<file path="src/rtl/mips16_pkg.sv">
// Shared MIPS16 pipeline definitions: datapath widths and the
// execute-result buffer occupancy encoding.
package mips16_pkg;

    localparam int DATA_W = 32;
    localparam int CC_W   = 6;
    localparam int RD_W   = 4;

    typedef enum logic [1:0] {
        EMPTY = 2'd0,
        ONE   = 2'd1,
        TWO   = 2'd2
    } buf_state_t;

endpackage

</file>
<file path="src/rtl/ex_result_buf.sv">
// Two-entry (main + skid) buffer between the ALU and write-back stages.
// Define EX_RESULT_BUF_STATS_EN to build the 16-bit retired-transfer counter.
//
// Handshake: a transfer happens on a rising edge where valid && ready.
// in_ready depends only on registered state, never on out_ready.
// Once out_valid is high, the presented fields hold until out_ready takes them.
module ex_result_buf
    import mips16_pkg::*;
#(
    parameter int DATA_W = mips16_pkg::DATA_W,
    parameter int CC_W   = mips16_pkg::CC_W,
    parameter int RD_W   = mips16_pkg::RD_W
) (
    input  logic              clk,
    input  logic              rst_n,
    input  logic              flush,
    input  logic              in_valid,
    output logic              in_ready,
    input  logic [DATA_W-1:0] alu_out,
    input  logic [CC_W-1:0]   cond_code,
    input  logic [RD_W-1:0]   rd_addr,
    input  logic              wr_en,
    output logic              out_valid,
    input  logic              out_ready,
    output logic [DATA_W-1:0] out_data,
    output logic [CC_W-1:0]   out_cc,
    output logic [RD_W-1:0]   out_rd,
    output logic              out_wr_en,
    output logic [CC_W-1:0]   cc_reg,
    output logic [15:0]       xfer_cnt,
    output logic [1:0]        state_dbg
);

    buf_state_t        state_q;
    logic [DATA_W-1:0] main_data, skid_data;
    logic [CC_W-1:0]   main_cc,   skid_cc;
    logic [RD_W-1:0]   main_rd,   skid_rd;
    logic              main_wr,   skid_wr;
    logic              in_xfer, out_xfer;

    assign in_ready  = (state_q != TWO);
    assign out_valid = (state_q != EMPTY);
    assign in_xfer   = in_valid && in_ready;
    assign out_xfer  = out_valid && out_ready;

    assign out_data  = main_data;
    assign out_cc    = main_cc;
    assign out_rd    = main_rd;
    assign out_wr_en = main_wr;
    assign state_dbg = state_q;

    always_ff @(posedge clk or negedge rst_n) begin
        if (!rst_n) begin
            state_q   <= EMPTY;
            main_data <= '0;
            main_cc   <= '0;
            main_rd   <= '0;
            main_wr   <= 1'b0;
            skid_data <= '0;
            skid_cc   <= '0;
            skid_rd   <= '0;
            skid_wr   <= 1'b0;
            cc_reg    <= '0;
        end else begin
            // A retirement in a flush cycle is still architecturally visible.
            if (out_xfer)
                cc_reg <= main_cc;

            if (flush) begin
                state_q <= EMPTY;
            end else begin
                case (state_q)
                    EMPTY: begin
                        if (in_xfer) begin
                            main_data <= alu_out;
                            main_cc   <= cond_code;
                            main_rd   <= rd_addr;
                            main_wr   <= wr_en;
                            state_q   <= ONE;
                        end
                    end
                    ONE: begin
                        case ({in_xfer, out_xfer})
                            2'b10: begin
                                skid_data <= alu_out;
                                skid_cc   <= cond_code;
                                skid_rd   <= rd_addr;
                                skid_wr   <= wr_en;
                                state_q   <= TWO;
                            end
                            2'b01: state_q <= EMPTY;
                            2'b11: begin
                                main_data <= alu_out;
                                main_cc   <= cond_code;
                                main_rd   <= rd_addr;
                                main_wr   <= wr_en;
                            end
                            default: ;
                        endcase
                    end
                    TWO: begin
                        if (out_xfer) begin
                            main_data <= skid_data;
                            main_cc   <= skid_cc;
                            main_rd   <= skid_rd;
                            main_wr   <= skid_wr;
                            state_q   <= ONE;
                        end
                    end
                    default: state_q <= EMPTY;
                endcase
            end
        end
    end

`ifdef EX_RESULT_BUF_STATS_EN
    logic [15:0] cnt_q;

    always_ff @(posedge clk or negedge rst_n) begin
        if (!rst_n)
            cnt_q <= '0;
        else if (out_xfer)
            cnt_q <= cnt_q + 16'd1;
    end

    assign xfer_cnt = cnt_q;
`else
    assign xfer_cnt = '0;
`endif

endmodule

</file>
<file path="config.mk">
export PLATFORM = sky130hd
export DESIGN_NAME = ex_result_buf
export DESIGN_NICKNAME = d
export VERILOG_FILES = /design/src/rtl/mips16_pkg.sv /design/src/rtl/ex_result_buf.sv
export SDC_FILE = /design/constraint.sdc
export NUM_CORES = 1
export LEC_CHECK = 0
export BUFFER_PORTS_ARGS = -buffer_cell sky130_fd_sc_hd__buf_2
export CAP_MARGIN = 20
export CORE_ASPECT_RATIO = 1.75
export CORE_MARGIN = 4
export CORE_UTILIZATION = 52
export CTS_CLUSTER_SIZE = 14
export DETAILED_ROUTE_END_ITERATION = 8
export GPL_TIMING_DRIVEN = 0
export PLACE_DENSITY = 0.9
export SLEW_MARGIN = 40
export SYNTH_ARGS = -nofsm -noshare
export SYNTH_HDL_FRONTEND = slang
export SYNTH_SLANG_ARGS = --single-unit
</file>
<file path="constraint.sdc">
create_clock -name clk -period 2.4 [get_ports clk]
set_clock_uncertainty 0.15 [all_clocks]
set_input_delay 0.48 -clock clk [delete_from_list [all_inputs] [get_ports clk]]
set_output_delay 0.48 -clock clk [all_outputs]
set_load 0.03 [all_outputs]
</file>
# Word level (Yosys, flattened, before mapping)
# Index checks and enable logic that the tools add are counted.
[totals]
register_bits = 94
inputBits = 48
out_inout_bits = 69
word_cells = 52
[op_classes]
n_eq_ne = 12
mux = 21
bitwise_logic = 1
n_reduce_logical = 8
[op_table]
columns = ["op", "count"]
rows = [
  ["$mux 32", 3],
  ["$pmux 32 s3", 1],
  ["$mux 6", 3],
  ["$pmux 6 s3", 1],
  ["$mux 4", 3],
  ["$pmux 4 s3", 1],
  ["$eq 2x2->1 const B", 3],
  ["$mux 2", 3],
  ["$ne 2x2->1 const B", 3],
  ["$ne 3x3->1 const B", 2],
  ["$pmux 2 s3", 1],
  ["$reduce_and 3->1", 2],
  ["$reduce_and 5->1", 1],
  ["$eq 2x1->1 const B", 2],
  ["$ne 4x3->1 const B", 1],
  ["$pmux 2 s2", 1],
  ["$mux 1", 3],
  ["$pmux 1 s3", 1],
  ["$reduce_bool 3->1", 1],
  ["$logic_and 1x1->1", 2],
  ["$logic_not 2->1", 1],
  ["$ne 2x1->1 const B", 1],
  ["$reduce_bool 2->1", 1],
  ["$not 1->1", 1],
]

# Logic depth before layout (Yosys ltp)
[logic_depth]
depth_word = 6
depth_mapped = 7
mapped_depth_nobuf = 5

# Worst setup path before layout
# No wires, ideal clock.
[synth_path]
kind = "reg2reg"
startpoint = "register state_q[1] (netlist: state_dbg[1])"
endpoint = "register skid_data[10]"
setup_ps = 125
arrival_ps = 1614
required_time_ps = 2125
slack_ps = 511
stages_incl_launch_ff = 5
n_path_buf = 1
synth_period_minus_slack_ps = 1889
path_cell_list = "dfrtp_1 -> nor2b_2 -> nor3b_4 -> buf_6 -> mux2_2"
[synth_via]
elab_chain_len = 4
elab_cells_between_ends = 7
cone_classes = "3 x eq/ne; 4 x reduce/logical"
[synth_rtl]
columns = ["element", "line", "text"]
rows = [
  ["start, declared", "ex_result_buf.sv:34", "buf_state_t state_q;"],
  ["start signal, assigned", "ex_result_buf.sv:54", "state_q <= EMPTY;"],
  ["start signal, assigned", "ex_result_buf.sv:70", "state_q <= EMPTY;"],
  ["start signal, assigned", "ex_result_buf.sv:79", "state_q <= ONE;"],
  ["$ne 2x2->1 / $reduce_bool 2->1 (equally long branches)", "ex_result_buf.sv:41, ex_result_buf.sv:42", ""],
  ["$logic_and 1x1->1, on equally long branches", "ex_result_buf.sv:43, ex_result_buf.sv:44", ""],
  ["$eq 2x2->1", "ex_result_buf.sv:83", "case ({in_xfer, out_xfer})"],
  ["$reduce_and 3->1 (no source line) *", "-", ""],
  ["end signal, assigned", "ex_result_buf.sv:85", "skid_data <= alu_out;"],
  ["end, declared", "ex_result_buf.sv:35", "logic [DATA_W-1:0] main_data, skid_data;"],
]
# Mark *: on every way between the ends. The rest lies on a longest branch, timed or not.
# A chain may end at the register's enable or synchronous reset.

# Final worst setup path
[layout_path]
startpoint = "register state_q[1] (netlist: state_dbg[1])"
endpoint = "output port in_ready"
[layout_via]
elab_chain_len = 1
[layout_rtl]
columns = ["element", "line", "text"]
rows = [
  ["$ne 2x2->1", "ex_result_buf.sv:41", "assign in_ready = (state_q != TWO);"],
  ["end, declared", "ex_result_buf.sv:18", "output logic in_ready,"],
]
# Every way passes these cells.

==> qor.csv <==
metric,value,unit
outcome,"finished, final reports clean",
n_diodes,0,
core area,7960,µm²
Routed Antenna Nets,0,
simple-gate share of the synthesized area,0.132,
Min-Delay Endpoint,skid_data[19],
critical path endpoint category,output pin,
initial antenna violation count,0,
Max Used Layer,met4,
Pwr Density,967,nW/µm²
Initial DRC Count,83,
register area,2350,µm²
area growth from synthesis to layout,23.8,%
largest family of logic cells by synthesized area,multiplexers,
# nets final,541,
Avg Vias per Cell,5.07,
IO buf count,100,
CP Data Required Time,1770,ps
drt first pass iters,4,
vias in the first global route,3202,
Synth Cell Area,4290,µm²
Yosys Warn Count,0,
Rows,43,
capture point of the worst reg-to-reg path,skid_rd[1],
FMAX,435,MHz
number of library cell types mapped by synthesis,23,
Clock Sinks,94,
Congestion Overflow GR,0,
R2R depth,4,
hold crit path type,input port to flip-flop,
unrepaired setup endpoints after global routing,no,
postcts setup bufs,0,
residual DRC count,0,
DR WL/cell,15.8,µm
Syn Inst Count,366,
"FF+latch count, synth",94,
post-layout minimum cycle time,2300,ps
area share of xor/xnor cells in the synthesized design,0,
CTS H-tree depth,3,
Peak supply drop,0.666,mV
Yosys top cell area share,0.549,
fraction of the mapped netlist area in compound gates,0.0105,
all-layer global routing usage,0.200,
"Clk Latency, worst-skew pair",340,ps
Worst slew margin,0.651,
fillcell total,603,
total negative slack,0,ps
fraction of layout cells with a size suffix above 1,0.468,
drt total wl,9300,µm
worst slew pin tran,523,ps
clk slew on worst S/H paths,60,ps
top post-synthesis cells by count,"nand2_1, dfrtp_1, mux2_2, buf_4, mux2_1",
CTS tree,built,
Mapped Avg Cell Area,11.7,µm²
largest net degree at the start of global routing,49,
Worst setup SP type,flip-flop,
IO Pins,117,
Tcrit/Tclk final,0.958,
sequential element share of the synthesized area,0.549,
r2r setup slk,400,ps
prevailing post-synth register cell,dfrtp_1,
max_cap viols,0,
Pins Over Slew Limit,0,
Yosys top cell by area,dfrtp_1,
largest cells by area after synthesis,"dfrtp_1, mux2_2, nand2_1",
Synth async-reset ratio,1.00,
Final GP Congestion,0.760,
final setup fails,0,
Final Hold Vio Count,0,
worst hold path depth,2,
WL met3,441,µm
Worst Hold Launch,alu_out[19],
first-pass GRT wire length,15300,µm
launching point of the worst reg2reg path,state_dbg[1],
critical path arrival,1670,ps
initial core utilization,0.538,
CP Class,flip-flop to output pin,
root buf cell,clkbuf_16,
Post-synth EDFFs,0,
most common cell in the netlist,nand2_1,
Lkg Pwr,2.74,nW
die area,9820,µm²
Adder-Cell Fraction of Synth Area,0,
area of the multi-input gates,1740,µm²
Chip Height,128,µm
Power Total,5.13,mW
met2 WL post-DR,5130,µm
Metal-1 WL,3470,µm
CTS buffer count,9,
die width,76.6,µm
CTS max path bufs,2,
post-synthesis mux area share,0.249,
final HPWL from detailed placement,6870,µm
Vias,2980,
worst-path maximum fanout,18,
==> cell families (layout without fill, tap and decap cells) <==
family / Yosys count / after routing
flip-flops: 94 / 94
other: 1 / 16
AND/OR/NAND/NOR: 140 / 140
buffers and inverters: 34 / 151
multiplexers: 92 / 92
AO/OA/AOI/OAI: 5 / 5
==> per-layer routing <==
| layer | global-route usage | up-vias |
|---|---|---|
| li1 | - | 1420 |
| met1 | 0.211 | 1458 |
| met2 | 0.369 | 81 |
| met3 | 0.0422 | 21 |
| met4 | 0.111 | 0 |
| met5 | 0 | - |
==> critical path, stage by stage, from the launching register on <==
cell	delay (ps)
dfrtp_1	450
nor2b_1	160
buf_2	180
inv_2	270
buf_2	270
==> where the power goes <==
group / leakage, nW / switching (mW) / internal (mW)
Clock: 0.159 / 0.592 / 0.906
Combinational: 1.45 / 0.817 / 0.579
Sequential: 1.13 / 0.225 / 2.01
Total: 2.74 / 1.63 / 3.50
==> final cells by class <==
cell class	instances	area share
tap	90	0.0212
clock inverter	7	0.0167
inverter	1	0.000707
clock buffer	9	0.0424
sequential	94	0.443
timing repair buffer	102	0.102
multi-input combinational	253	0.327
buffer	32	0.0467
==> metrics by stage <==
step	cell area, µm²	hold WS [ps]	util	instances	setup slack, ps
2_1_floorplan	4340	34.4	-	381	511
3_3_place_gp	4960	317	0.623	571	-121
3_5_place_dp	4990	290	0.627	572	231
4_1_cts	5310	220	0.667	588	91.2
5_1_grt	5310	227	0.667	588	44.5
6_report	5310	226	0.667	588	102
==> cells in the final DEF, fill, tap and decap left out <==
master         instances
nand3b_1               1
o22a_1                 1
nand2b_4               1
mux2_2                72
buf_4                 16
buf_6                  9
nor2b_2                1
or2_2                  1
clkbuf_1               2
clkinv_2               4
o21a_1                 1
mux2_4                 8
a21o_1                 1
clkinv_4               1
nor2_1                 2
clkbuf_16              9
bufinv_16              2
nand2_1              132
buf_16                 1
a21oi_1                1
nor3b_4                1
inv_2                  1
conb_1                16
buf_2                105
nor2b_1                1
mux2_1                12
dlygate4sd3_1          1
a21oi_4                1
dfrtp_1               94
==> what timing repair did <==
| action | in CTS | in global routing |
|---|---|---|
| hold endpoints to repair | 46 | 0 |
| setup endpoints to repair | 1 | 0 |
| hold buffers | 1 | 0 |
| gates resized for setup | 0 | 0 |
==> worst max path at each step <==
stage	startpoint	endpoint	slack, ps	cells after the start
floorplan	state_dbg[1]	skid_data[10]	510	4
global placement	rst_n	out_data[12]	-120	1
detailed placement	in_valid	skid_data[31]	230	5
CTS	state_dbg[1]	in_ready	90	4
global route	state_dbg[1]	in_ready	40	4
finish	state_dbg[1]	in_ready	100	4
Power figures use the tool's default switching activity.
